File: src/rtl/cache_table_ctrl.sv
// Purpose: single-port arbiter for the 2**ADDR_W x 1 cache tag/valid table (lookup, update, full flush).
// Latency: grants and table drive are combinational; lookup data one cycle after lk_gnt; flush = 2**ADDR_W cycles.
// Backpressure: requesters hold *_req until *_gnt; a flush stalls both; updates beat lookups unless
//   CACHE_TABLE_CTRL_STARVE_GUARD_EN is defined, which promotes a lookup after STARVE_LIMIT denials.
module cache_table_ctrl #(
   parameter int unsigned ADDR_W       = 8,
   parameter int unsigned STARVE_LIMIT = 4
) (
   input  logic              clk,
   input  logic              rst,
   input  logic              lk_req,
   input  logic [ADDR_W-1:0] lk_addr,
   output logic              lk_gnt,
   output logic              lk_rvalid,
   output logic              lk_rdata,
   input  logic              up_req,
   input  logic [ADDR_W-1:0] up_addr,
   input  logic              up_data,
   output logic              up_gnt,
   input  logic              flush_req,
   output logic              flush_busy,
   output logic              flush_done,
   output logic              tbl_wr,
   output logic [ADDR_W-1:0] tbl_addr,
   output logic              tbl_wd,
   input  logic              tbl_rd
);

   // One spare bit so the end of a flush shows up as a carry rather than a silent wrap.
   localparam int unsigned CNT_W = ADDR_W + 1;

   if (STARVE_LIMIT < 1) begin : g_bad_starve_limit
      $error("cache_table_ctrl: STARVE_LIMIT must be at least 1");
   end

   typedef enum logic {
      ST_IDLE  = 1'b0,
      ST_FLUSH = 1'b1
   } state_t;

   state_t           state_q, state_d;
   logic [CNT_W-1:0] cnt_q, cnt_d, cnt_inc;
   logic             lk_rvalid_q, lk_rvalid_d;
   logic             flush_done_q, flush_done_d;
   logic             lk_win, up_win;
   logic             starve_hit;

`ifdef CACHE_TABLE_CTRL_STARVE_GUARD_EN
   localparam int unsigned STARVE_W = $clog2(STARVE_LIMIT + 1);

   logic [STARVE_W-1:0] starve_q, starve_d;

   assign starve_hit = (starve_q >= STARVE_W'(STARVE_LIMIT));

   // Count consecutive lookup denials caused by an update; any break in that run starts over.
   always_comb begin
      starve_d = starve_q;
      if (state_q != ST_IDLE || flush_req || !lk_req || lk_win) begin
         starve_d = '0;
      end else if (up_win && !starve_hit) begin
         starve_d = starve_q + STARVE_W'(1);
      end
   end

   // Starve counter register.
   always_ff @(posedge clk or posedge rst) begin
      if (rst) begin
         starve_q <= '0;
      end else begin
         starve_q <= starve_d;
      end
   end
`else
   assign starve_hit = 1'b0;
`endif

   assign cnt_inc = cnt_q + CNT_W'(1);

   // Arbitrate the table port: flush, then update, then lookup (a starved lookup jumps the update).
   always_comb begin
      lk_win = 1'b0;
      up_win = 1'b0;
      if (!rst && state_q == ST_IDLE && !flush_req) begin
         if (up_req && !(lk_req && starve_hit)) begin
            up_win = 1'b1;
         end else if (lk_req) begin
            lk_win = 1'b1;
         end
      end
   end

   // Next-state logic: flush walks every address once, then returns to IDLE with a done pulse.
   always_comb begin
      state_d      = state_q;
      cnt_d        = cnt_q;
      flush_done_d = 1'b0;
      lk_rvalid_d  = lk_win;
      if (state_q == ST_IDLE) begin
         if (flush_req) begin
            state_d = ST_FLUSH;
            cnt_d   = '0;
         end
      end else begin
         cnt_d = cnt_inc;
         if (cnt_inc[ADDR_W]) begin
            state_d      = ST_IDLE;
            cnt_d        = '0;
            flush_done_d = 1'b1;
         end
      end
   end

   // State, flush counter and registered outputs.
   always_ff @(posedge clk or posedge rst) begin
      if (rst) begin
         state_q      <= ST_IDLE;
         cnt_q        <= '0;
         lk_rvalid_q  <= 1'b0;
         flush_done_q <= 1'b0;
      end else begin
         state_q      <= state_d;
         cnt_q        <= cnt_d;
         lk_rvalid_q  <= lk_rvalid_d;
         flush_done_q <= flush_done_d;
      end
   end

   // Table drive follows the current owner of the port; idle cycles park the address at 0.
   always_comb begin
      tbl_wr   = 1'b0;
      tbl_addr = '0;
      tbl_wd   = 1'b0;
      if (!rst && state_q == ST_FLUSH) begin
         tbl_wr   = 1'b1;
         tbl_addr = cnt_q[ADDR_W-1:0];
      end else if (up_win) begin
         tbl_wr   = 1'b1;
         tbl_addr = up_addr;
         tbl_wd   = up_data;
      end else if (lk_win) begin
         tbl_addr = lk_addr;
      end
   end

   assign lk_gnt     = lk_win;
   assign up_gnt     = up_win;
   assign lk_rvalid  = lk_rvalid_q & ~rst;
   assign lk_rdata   = lk_rvalid_q & ~rst & tbl_rd;
   assign flush_busy = ~rst & (state_q == ST_FLUSH);
   assign flush_done = flush_done_q & ~rst;

endmodule

File: config.mk
export PLATFORM = sky130hd
export DESIGN_NAME = cache_table_ctrl
export DESIGN_NICKNAME = d
export VERILOG_FILES = /design/src/rtl/cache_table_ctrl.sv
export SDC_FILE = /design/constraint.sdc
export NUM_CORES = 1
export LEC_CHECK = 0
export CORE_AREA = 2 2 50 52
export DETAILED_ROUTE_END_ITERATION = 16
export DIE_AREA = 0 0 52 54
export GPL_TIMING_DRIVEN = 0
export HOLD_SLACK_MARGIN = 0.06
export PLACE_DENSITY = 0.79
export SLEW_MARGIN = 0
export SYNTH_ARGS = -nofsm -noshare
export SYNTH_HDL_FRONTEND = slang
export SYNTH_SLANG_ARGS = --single-unit
File: constraint.sdc
create_clock -name clk -period 1.3 [get_ports clk]
set_clock_uncertainty 0.2 [all_clocks]
set_input_delay 0.13 -clock clk [delete_from_list [all_inputs] [get_ports clk]]
set_output_delay 0.13 -clock clk [all_outputs]
set_load 0.03 [all_outputs]
## Word level (Yosys, flattened, before mapping)

Index checks and enable logic that the tools add are counted.

| storage, ports and cells | value |
|---|---|
| register bits after elaboration | 12 |
| input bits | 23 |
| output and inout bits | 16 |

| operators by class | value |
|---|---|
| mux-type cells | 20 |
| bitwise logic cells | 6 |
| $add $sub $neg | 1 |
| reductions and logical operators | 6 |

Operator list:

| kind | number |
|---|---|
| $mux W8 | 4 |
| $mux W9 | 2 |
| $mux W1 | 14 |
| $add A9 B1 Y9 const B | 1 |
| $and A1 B1 Y1 | 4 |
| $logic_and A1 B1 Y1 | 3 |
| $logic_not A1 Y1 | 2 |
| $not A1 Y1 | 2 |
| $reduce_bool A2 Y1 | 1 |

## Depth between registers and ports, before layout

Gate-level depths: netlist of the first run.

| logic depth | value |
|---|---|
| depth in word-level cells | 7 |
| gate-level depth with buffers | 4 |
| mapped depth without buffers | 4 |

## Least setup slack after synthesis of the first run

No wires, ideal clock.

| path | value |
|---|---|
| path kind | reg2out |
| start | register state_q |
| end | output port tbl_addr[0] |
| cell stages (with the launch flop) | 5 |
| slack | -482 ps |
| data required time | 970 ps |
| arrival time | 1452 ps |
| cell sequence | dfrtp_1 nor2b_1 clkbuf_1 a22o_1 a21o_1 |

| on the way | value |
|---|---|
| word-level cells in the longest chain between the ends | 7 |
| elaborated cells on any way between the ends | 9 |
| those cells by class | mux: 5; bitwise: 1; reduce/logical: 3 |

Ends and longest elaborated chain:

| element | line | text |
|---|---|---|
| start, declared | 41 | `state_t state_q, state_d;` |
| start signal, assigned | 121 | `state_q <= state_d;` |
| $not A1 Y1 | -- |  |
| $logic_and A1 B1 Y1 (2 in series) | 83 | `if (!rst && state_q == ST_IDLE && !flush_req) begin` |
| $mux W1 | 83 |  |
| $mux W8 | 140 | `end else if (lk_win) begin` |
| $mux W8 | 136 | `end else if (up_win) begin` |
| $mux W8 (*) | 133 | `if (!rst && state_q == ST_FLUSH) begin` |
| end, declared | 24 | `output logic [ADDR_W-1:0] tbl_addr,` |

Every way passes the cells marked *; elsewhere a longest branch is shown, timed or not.

## Final worst setup path of the first run

| path | value |
|---|---|
| start | register state_q |
| end | output port tbl_addr[3] |

Same word-level chain as after synthesis.

==> flow_results.org, run 1 <==
** STA
- After routing, the total negative slack on setup checks comes to -9.74 ns.
- Fmax :: 512 MHz
- The smallest clock period supported by the final layout is computed as 1.95 ns.
- The final hold violation count was 0.
- Worst slew slack as a fraction of its limit :: 0.675
- Post-route worst hold slack :: 0.190 ns
- Final critical-path setup slack :: -0.652 ns
- Unrepaired setup endpoints after global routing :: true
- Period utilization :: 1.50
- Number of pins exceeding their max-slew limit in the final report :: 0
- Least-Margin Pin Slew :: 0.487 ns
- Final setup viols :: 24

** Global routing
- The initial antenna violation count came to 0.
- The first global-routing pass estimated 4490 um of wire.
- Congestion Overflow GR :: 0
- Overall routing resource usage :: 0.223
- Entering global routing, the biggest net connects 12 pins.
- The via count of the first global-routing pass is 924.

** Setup path
- Type of destination of the critical path :: primary output
- For the worst setup path, the data required time is 0.97 ns.
- The number of buffers and inverters on the critical path is 3.
- The critical path is of the reg2out type.
- Startpoint kind of the worst setup timing path :: register
- Broken down by cell family, the worst path's largest delay share belongs to flip-flops.
- Cell with the biggest individual delay on the critical path :: dfrtp_2
- Along the worst path, the maximum fanout reaches 5.
- The critical path goes through buf_4 -> nor2_4 -> and4bb_4 -> buf_12 -> a21o_4 -> buf_6.
- In this design, the stage delay of the slowest critical-path cell is 0.45 ns.
- For the worst setup path, the data arrival time is 1.62 ns.

** Finish
- Fraction of final layout cells with drive strength greater than 1 :: 0.565
- Registers take 280 um^2.
- For this run, the post-layout net count is 172.
- 0 antenna diodes ended up in the layout.
- Area used by multi-input combinational logic :: 656 um^2
- Non-Filler Cell Area, Final :: 1690 um^2
- Filler cells :: 138
- The count of cells in the finished layout, fillers not included, comes to 177.
- Area added between synthesis and finish :: 127%
- Final core utilization :: 0.729

** Floorplan
- From bottom edge to top edge, the die measures 54 um.
- Number of rows in the core area :: 18
- Measured along the x axis, the die boundary spans 52 um.
- 39 I/O pins were placed.
- The floorplan step defined a die boundary enclosing 2810 um^2.
- Area of the core region :: 2320 um^2
- Initial Util :: 0.321

** Pwr
- The worst-case IR drop observed on VDD is 0.00122 V.
- Total chip power :: 2.18 mW
- Dividing total power by cell area gives a power density of 1290 nW/um^2.
- LEAKAGE :: 0.711 nW

** Synthesis
- The synthesized netlist occupies a cell area of 746 um^2.
- The number of nets in the synthesized netlist is 108.
- Ranked by total cell area, the synthesized netlist is headed by dfrtp_1, a22o_1, a21o_1.
- Instance count of the mapped netlist :: 84
- The synthesized design contains 11 register bits.
- Average footprint of a synthesized cell :: 8.88 um^2
- Cell type with the highest aggregate area in the netlist :: dfrtp_1
- For this run, the number of Yosys warnings is 0.
- Distinct cell type count after synthesis :: 34
- The share of synthesized area in the top cell type comes to 0.369.
- Of the synthesized area, sequential elements account for 0.369.

** Place
- Placed wire-length estimate :: 1690 um
- At the placement stage, the worst setup path has a slack of -1.16 ns.
- Cell area after placement :: 1270 um^2
- The congestion estimate from routability-driven global placement came to 0.797.
- Placed Cells incl. Taps :: 152
- Input and output buffers added on the ports amount to 38.

** Drt
- Met2 wire length :: 1710 um
- Routed via count :: 960
- Topmost layer with routed signal wires :: met4
- Met1 WL :: 1280 um
- Once detail routing completed, the nets flagged for antenna violations numbered 0.
- Remaining design rule violation count :: 0
- After detailed routing, the total wire length is 3220 um.
- The routed design uses 165 um of met3 wire.
- After detailed routing, the number of vias per cell comes to 5.42.
- The first detailed-routing pass ran for 4 iterations.
- After detailed routing, the average wire length per cell comes to 18.2 um.
- The detailed router finished its first iteration with 18 violations.

** CTS
- Cell at the root of the clock tree :: clkbuf_4
- The clock passes through at most 2 buffers.
- In this run the number of H-tree levels came out at 1.
- Number of buffers inserted during clock tree synthesis :: 3
- For this design, the sink count on the clock tree is 11.
- Worst-skew pair later-pin latency :: 0.29 ns
- Clock slew seen by the registers of the worst setup and hold paths :: 0.07 ns
- TritonCTS built the clock tree.

** Worst hold path
- The path class of the tightest hold or removal check is in2reg.

** Status
- Result of the run :: complete, but fails checks
- The checks that failed: setup timing.

** Run
- The tool flagged a number of max-cap violations equal to 0.
-- worst reg2reg max path, cell delays in order, from the launching register on --
cell	delay (ns)
dfrtp_2	0.42
buf_4	0.13
buf_6	0.08
buf_6	0.12
inv_6	0.05
or4_4	0.50
o211ai_1	0.11
-- registers in the layout, indices dropped and copies added (netlist names) --
name,flops
cnt_q,8
flush_done_q,1
lk_rvalid_q,1
state_q,1
-- final timing paths --
| kind | startpoint | to | slack [ns] | cells past startpoint |
|---|---|---|---|---|
| setup reg to reg | state_q$_DFF_PP0_ | cnt_q[5]$_DFFE_PP0P_ | -0.40 | 6 |
| max in group asynchronous | rst | state_q$_DFF_PP0_ | 0.13 | 3 |
| setup / recovery | state_q$_DFF_PP0_ | tbl_addr[3] | -0.65 | 6 |
| hold reg to reg | cnt_q[4]$_DFFE_PP0P_ | cnt_q[4]$_DFFE_PP0P_ | 0.34 | 1 |
| hold / removal | flush_req | cnt_q[1]$_DFFE_PP0P_ | 0.19 | 2 |
| min in group asynchronous | rst | cnt_q[1]$_DFFE_PP0P_ | 0.57 | 3 |
-- synth_stat cells, drive strengths merged --
library cell,instances
mux2i,1
nand4,2
o21bai,1
and2,1
o21ai,5
nor4b,1
o41a,1
and4bb,1
o2bb2ai,1
xnor2,1
or3,1
o22ai,1
a21o,8
ha,1
or4,1
and3b,1
or3b,1
nor2b,3
a22o,8
nand2b,1
a21oi,3
inv,2
buf,4
or2,1
o211ai,2
clkbuf,2
dfrtp,11
nand2,11
nor3,1
nor2,2
nand3,4
-- routing by layer --
metal | vias up | track usage
met4 | 0 | 0.158
met2 | 44 | 0.399
met5 | - | 0
met1 | 475 | 0.241
met3 | 5 | 0.0333
li1 | 436 | -
-- cell families after synthesis --
kind of cell,after synthesis,synth area share
and+or+nand+nor,32,0.237
AOI/OAI and AO/OA,30,0.294
DFF,11,0.369
buffers and inverters,8,0.0587
xor gates and xnor gates,1,0.0117
muxes,1,0.0134
adders and majority gates,1,0.0168
-- layout by cell type, fill, tap and decap left out, types with 2 or more instances in the layout --
master           count
dfrtp_1              7
clkdlybuf4s50_1     20
nand4_1              2
nand3_2              2
nor2_4               2
a22o_1               8
a21oi_2              2
a21o_4               8
o211ai_1             2
buf_6               24
o21ai_1              3
nor2b_4              3
buf_8                3
clkbuf_4             3
dlygate4sd2_1        2
nand2_1             10
dfrtp_2              4
buf_4               13
-- where the power goes --
part	leakage (nW)	total (mW)	internal (mW)	switching (mW)
sequential	0.131	0.602	0.460	0.141
clock	0.0150	0.254	0.120	0.134
combinational	0.565	1.33	0.723	0.603
total	0.711	2.18	1.30	0.879
-- repair_timing --
action,4_1_cts,5_1_grt
pin swaps,10,8
hold buffers,1,0
endpoints found under the setup margin,25,38
endpoints found under the hold margin,11,0
buffers inserted,10,9
cloned,2,0
gates resized for setup,138,36
-- layout make-up --
| type | instances | area share |
|---|---|---|
| repair buffers | 60 | 0.366 |
| multi-input cells | 65 | 0.388 |
| flip-flops and latches | 11 | 0.166 |
| clock buffers | 4 | 0.0155 |
| well taps | 30 | 0.0222 |
| inverters | 2 | 0.00962 |
| plain buffers | 5 | 0.0326 |
Note: power is estimated with default switching activity, not from simulation.
==> inputs of run 2 (changes only) <==
--- a/config.mk
+++ b/config.mk
@@ -11,7 +11,7 @@
 export GPL_TIMING_DRIVEN = 0
 export HOLD_SLACK_MARGIN = 0.06
 export PLACE_DENSITY = 0.79
-export SLEW_MARGIN = 0
+export SLEW_MARGIN = 25
 export SYNTH_ARGS = -nofsm -noshare
 export SYNTH_HDL_FRONTEND = slang
 export SYNTH_SLANG_ARGS = --single-unit
==> results of run 2 <==
The final DEF is identical to that of run 1; final timing and power are the same.
==> inputs of run 3 (changes only) <==
--- a/config.mk
+++ b/config.mk
@@ -15,3 +15,4 @@
 export SYNTH_ARGS = -nofsm -noshare
 export SYNTH_HDL_FRONTEND = slang
 export SYNTH_SLANG_ARGS = --single-unit
+export TNS_END_PERCENT = 1
==> run 3 against run 2 <==
Maximum frequency is 0.99% higher. The flow still finishes with violations (setup timing). Critical endpoint is now tbl_addr[4]. Utilization is 13 points lower. Worst hold slack better by 0.0039 ns. Cell count is 9.6% lower. Flip-flop and latch count stayed put. Global-route usage is 4.5 points lower. Combinational power is 27% lower. Critical path type unchanged. Highest routed layer unchanged. Largest power group unchanged.
==> flow_results.org, run 3 (synthesized netlist as in run 1, its figures left out) <==
** STA
- On the final layout, the worst hold slack is 0.194 ns.
- Setup violations remaining at the end of the flow were counted as 21.
- The final hold violation count was 0.
- The worst pin sits at a relative slew slack of 0.800.
- Final total negative setup slack :: -8.20 ns
- Number of pins exceeding their max-slew limit in the final report :: 0
- Static timing analysis puts the maximum clock frequency at 517 MHz.
- Period utilization :: 1.49
- Least-Margin Pin Slew :: 0.301 ns
- Setup repair after global routing could not meet its margin everywhere.
- Across all setup checks in the final design, the least slack found is -0.632 ns.
- The routed design could run at a clock period as short as 1.93 ns.

** Pwr
- Total power divided by cell area :: 1310 nW/um^2
- Worst-case vdd ir drop :: 0.00101 V
- Summed over all cells, the static leakage comes to 0.591 nW.

** Place
- OpenSTA, run right after detailed placement, puts the worst setup slack at -1.17 ns.
- Placer congestion estimate :: 0.824
- The placed instances occupy a cell area of 1250 um^2.
- Port buffering added 38 buffers.
- Placed Cells incl. Taps :: 152
- Placed wire-length estimate :: 1710 um

** Finish
- The library cell used most frequently in the layout, excluding fill and tap cells, is clkdlybuf4s50_1.
- The finished cells cover 1390 um^2.
- Filler cells :: 187
- The register with the most flip-flops in the final layout is cnt_q.
- For this run, the post-layout net count is 155.
- In the final layout, the share of cells above drive strength 1 is 0.400.
- The top cell types in the final layout, fill and taps aside, are clkdlybuf4s50_1, buf_6, nand2_1.
- Leaving out filler cells and counting taps, the final layout contains 160.
- Compared with the post-synthesis result, the final layout area differs by 86.2%.
- The register with the most flip-flops in the layout has 8 of them.
- Number of diodes added for antenna fixing :: 0

** Global routing
- The via count of the first global-routing pass is 768.
- Overall routing resource usage :: 0.178
- Maximum number of pins on one net before global-route repair :: 12
- For this run the aggregate overflow at the end of global routing stands at 0.
- The initial antenna violation count came to 0.
- First-pass GRT wire length :: 3540 um

** Run
- Max-cap violation count :: 0

** Setup path
- The worst setup path is launched from a register.
- For the worst setup path, the data required time is 0.97 ns.
- The endpoint identified for the worst register-to-register timing path is cnt_q[5]$_DFFE_PP0P_.
- The startpoint identified for the worst register-to-register timing path is state_q$_DFF_PP0_.
- The worst setup path is captured at a primary output.
- STA puts the critical path data arrival time at 1.60 ns.
- Walking the worst path, the cells encountered are nor2b_4 -> clkbuf_8 -> a22o_1 -> a21o_4 -> buf_6.
- Worst-path maximum fanout :: 5
- The largest individual stage delay along the critical path comes from the cell dfrtp_2.
- Setup slack on the worst reg-to-reg path comes out at -0.31 ns.
- By startpoint and endpoint, the worst setup path is classified as reg2out.
- The largest single stage delay on the critical path is 0.46 ns.
- The number of cells on the worst reg-to-reg path is 4.

** Drt
- First drt pass iteration count :: 4
- The final layout contains routed wiring with a total length of 2430 um.
- Routed via count :: 837
- Antenna-violating nets left :: 0
- In this run, the number of DRC markers left after iteration 0 of detailed routing was 20.
- After detailed routing, the number of remaining DRC violations is 0.
- Via count normalized by instance count :: 5.23
- After detailed routing, the average wire length per cell comes to 15.2 um.

** Floorplan
- 39 I/O pins were placed.
- In this run the vertical extent of the chip is 54 um.
- The die is 52 um wide.
- Die footprint :: 2810 um^2
- Area of the core region :: 2320 um^2
- For this configuration, the core starts out at a cell density of 0.321.
- Number of rows in the core area :: 18

** Worst hold path
- The worst hold path was traced through 2 stages.
- The startpoint identified for the worst hold timing path is flush_req.
- The worst hold path belongs to the class in2reg.
- The worst hold path terminates at cnt_q[1]$_DFFE_PP0P_.

** CTS
- CTS built an H-tree with a depth of 1.
- Clock-pin slew was measured on the worst setup and hold paths at 0.07 ns.
- At the later pin of the worst-skew pair, clock insertion delay measures 0.28 ns.
- TritonCTS built the clock tree.
- Maximum buffer depth of the clock tree :: 2
- Buffers inserted during clock tree synthesis total 3.
- CTS placed an instance of clkbuf_4 at the clock tree root.
- The clock net in this run drives a total of 11 sinks.

** Status
- The checks that failed: setup timing.
- The flow ran to the end, but the final reports show violations.
run 3: cell count changes in the layout (fill, tap and decap cells not counted), moves of 3 or more:
cell | previous run | this run
buf_6 | 24 | 14
buf_4 | 13 | 5
o21ai_0 | 1 | 4
o21ai_1 | 3 | 0
run 3: per-layer routing:
layer | vias to the layer above | routed length, um | GRT usage
met1 | 380 | 993 | 0.186
met4 | 0 | 65 | 0.118
li1 | 406 | - | -
met2 | 46 | 1170 | 0.325
met3 | 5 | 208 | 0.0333
met5 | - | 0 | 0
run 3: worst max-delay path, delay by kind of cell, from the launching register on:
kind                   cells  cell delay (ns)
AO/OA/AOI/OAI              2             0.42
AND/OR/NAND/NOR            1             0.16
buffers and inverters      2             0.28
flip-flops                 1             0.46
run 3: layout make-up:
| type | instances | area (um^2) | share of cell area |
|---|---|---|---|
| Multi-Input combinational cell | 65 | 539 | 0.388 |
| Timing Repair Buffer | 42 | 428 | 0.308 |
| Sequential cell | 11 | 280 | 0.202 |
| Buffer | 6 | 66.3 | 0.0477 |
| Tap cell | 30 | 37.5 | 0.0270 |
| Clock buffer | 4 | 26.3 | 0.0189 |
| Inverter | 2 | 11.3 | 0.00811 |
run 3: what timing repair did:
action,4_1_cts,5_1_grt
gates cloned,1,1
hold buffers,1,0
setup endpoints to repair,26,24
setup buffers,1,0
resized for setup,103,22
pin swaps,7,9
hold endpoints to repair,11,0
run 3: worst max-delay path by stage:
stage / start / to / depth (start not counted)
6_report: state_q$_DFF_PP0_ / tbl_addr[4] / 5
5_1_grt: state_q$_DFF_PP0_ / tbl_addr[5] / 5
4_1_cts: state_q$_DFF_PP0_ / tbl_addr[2] / 5
3_5_place_dp: flush_req / tbl_addr[3] / 6
3_3_place_gp: flush_req / tbl_addr[3] / 6
2_1_floorplan: state_q$_DFF_PP0_ / tbl_wd / 3
run 3: power breakdown:
group	switching, mW	internal, mW	total, mW	leakage (nW)
Sequential	0.138	0.460	0.598	0.131
Clock	0.133	0.119	0.253	0.0150
Combinational	0.446	0.527	0.973	0.445
Total	0.717	1.11	1.82	0.591
run 3: through the flow:
| stage | util | total power, mW |
|---|---|---|
| final | 0.599 | 1.82 |
| after global routing | 0.599 | 1.93 |
| after CTS | 0.573 | 1.75 |
| after detailed placement | 0.541 | 1.45 |
| after global placement | 0.541 | 1.41 |
| after floorplan | - | 1.15 |
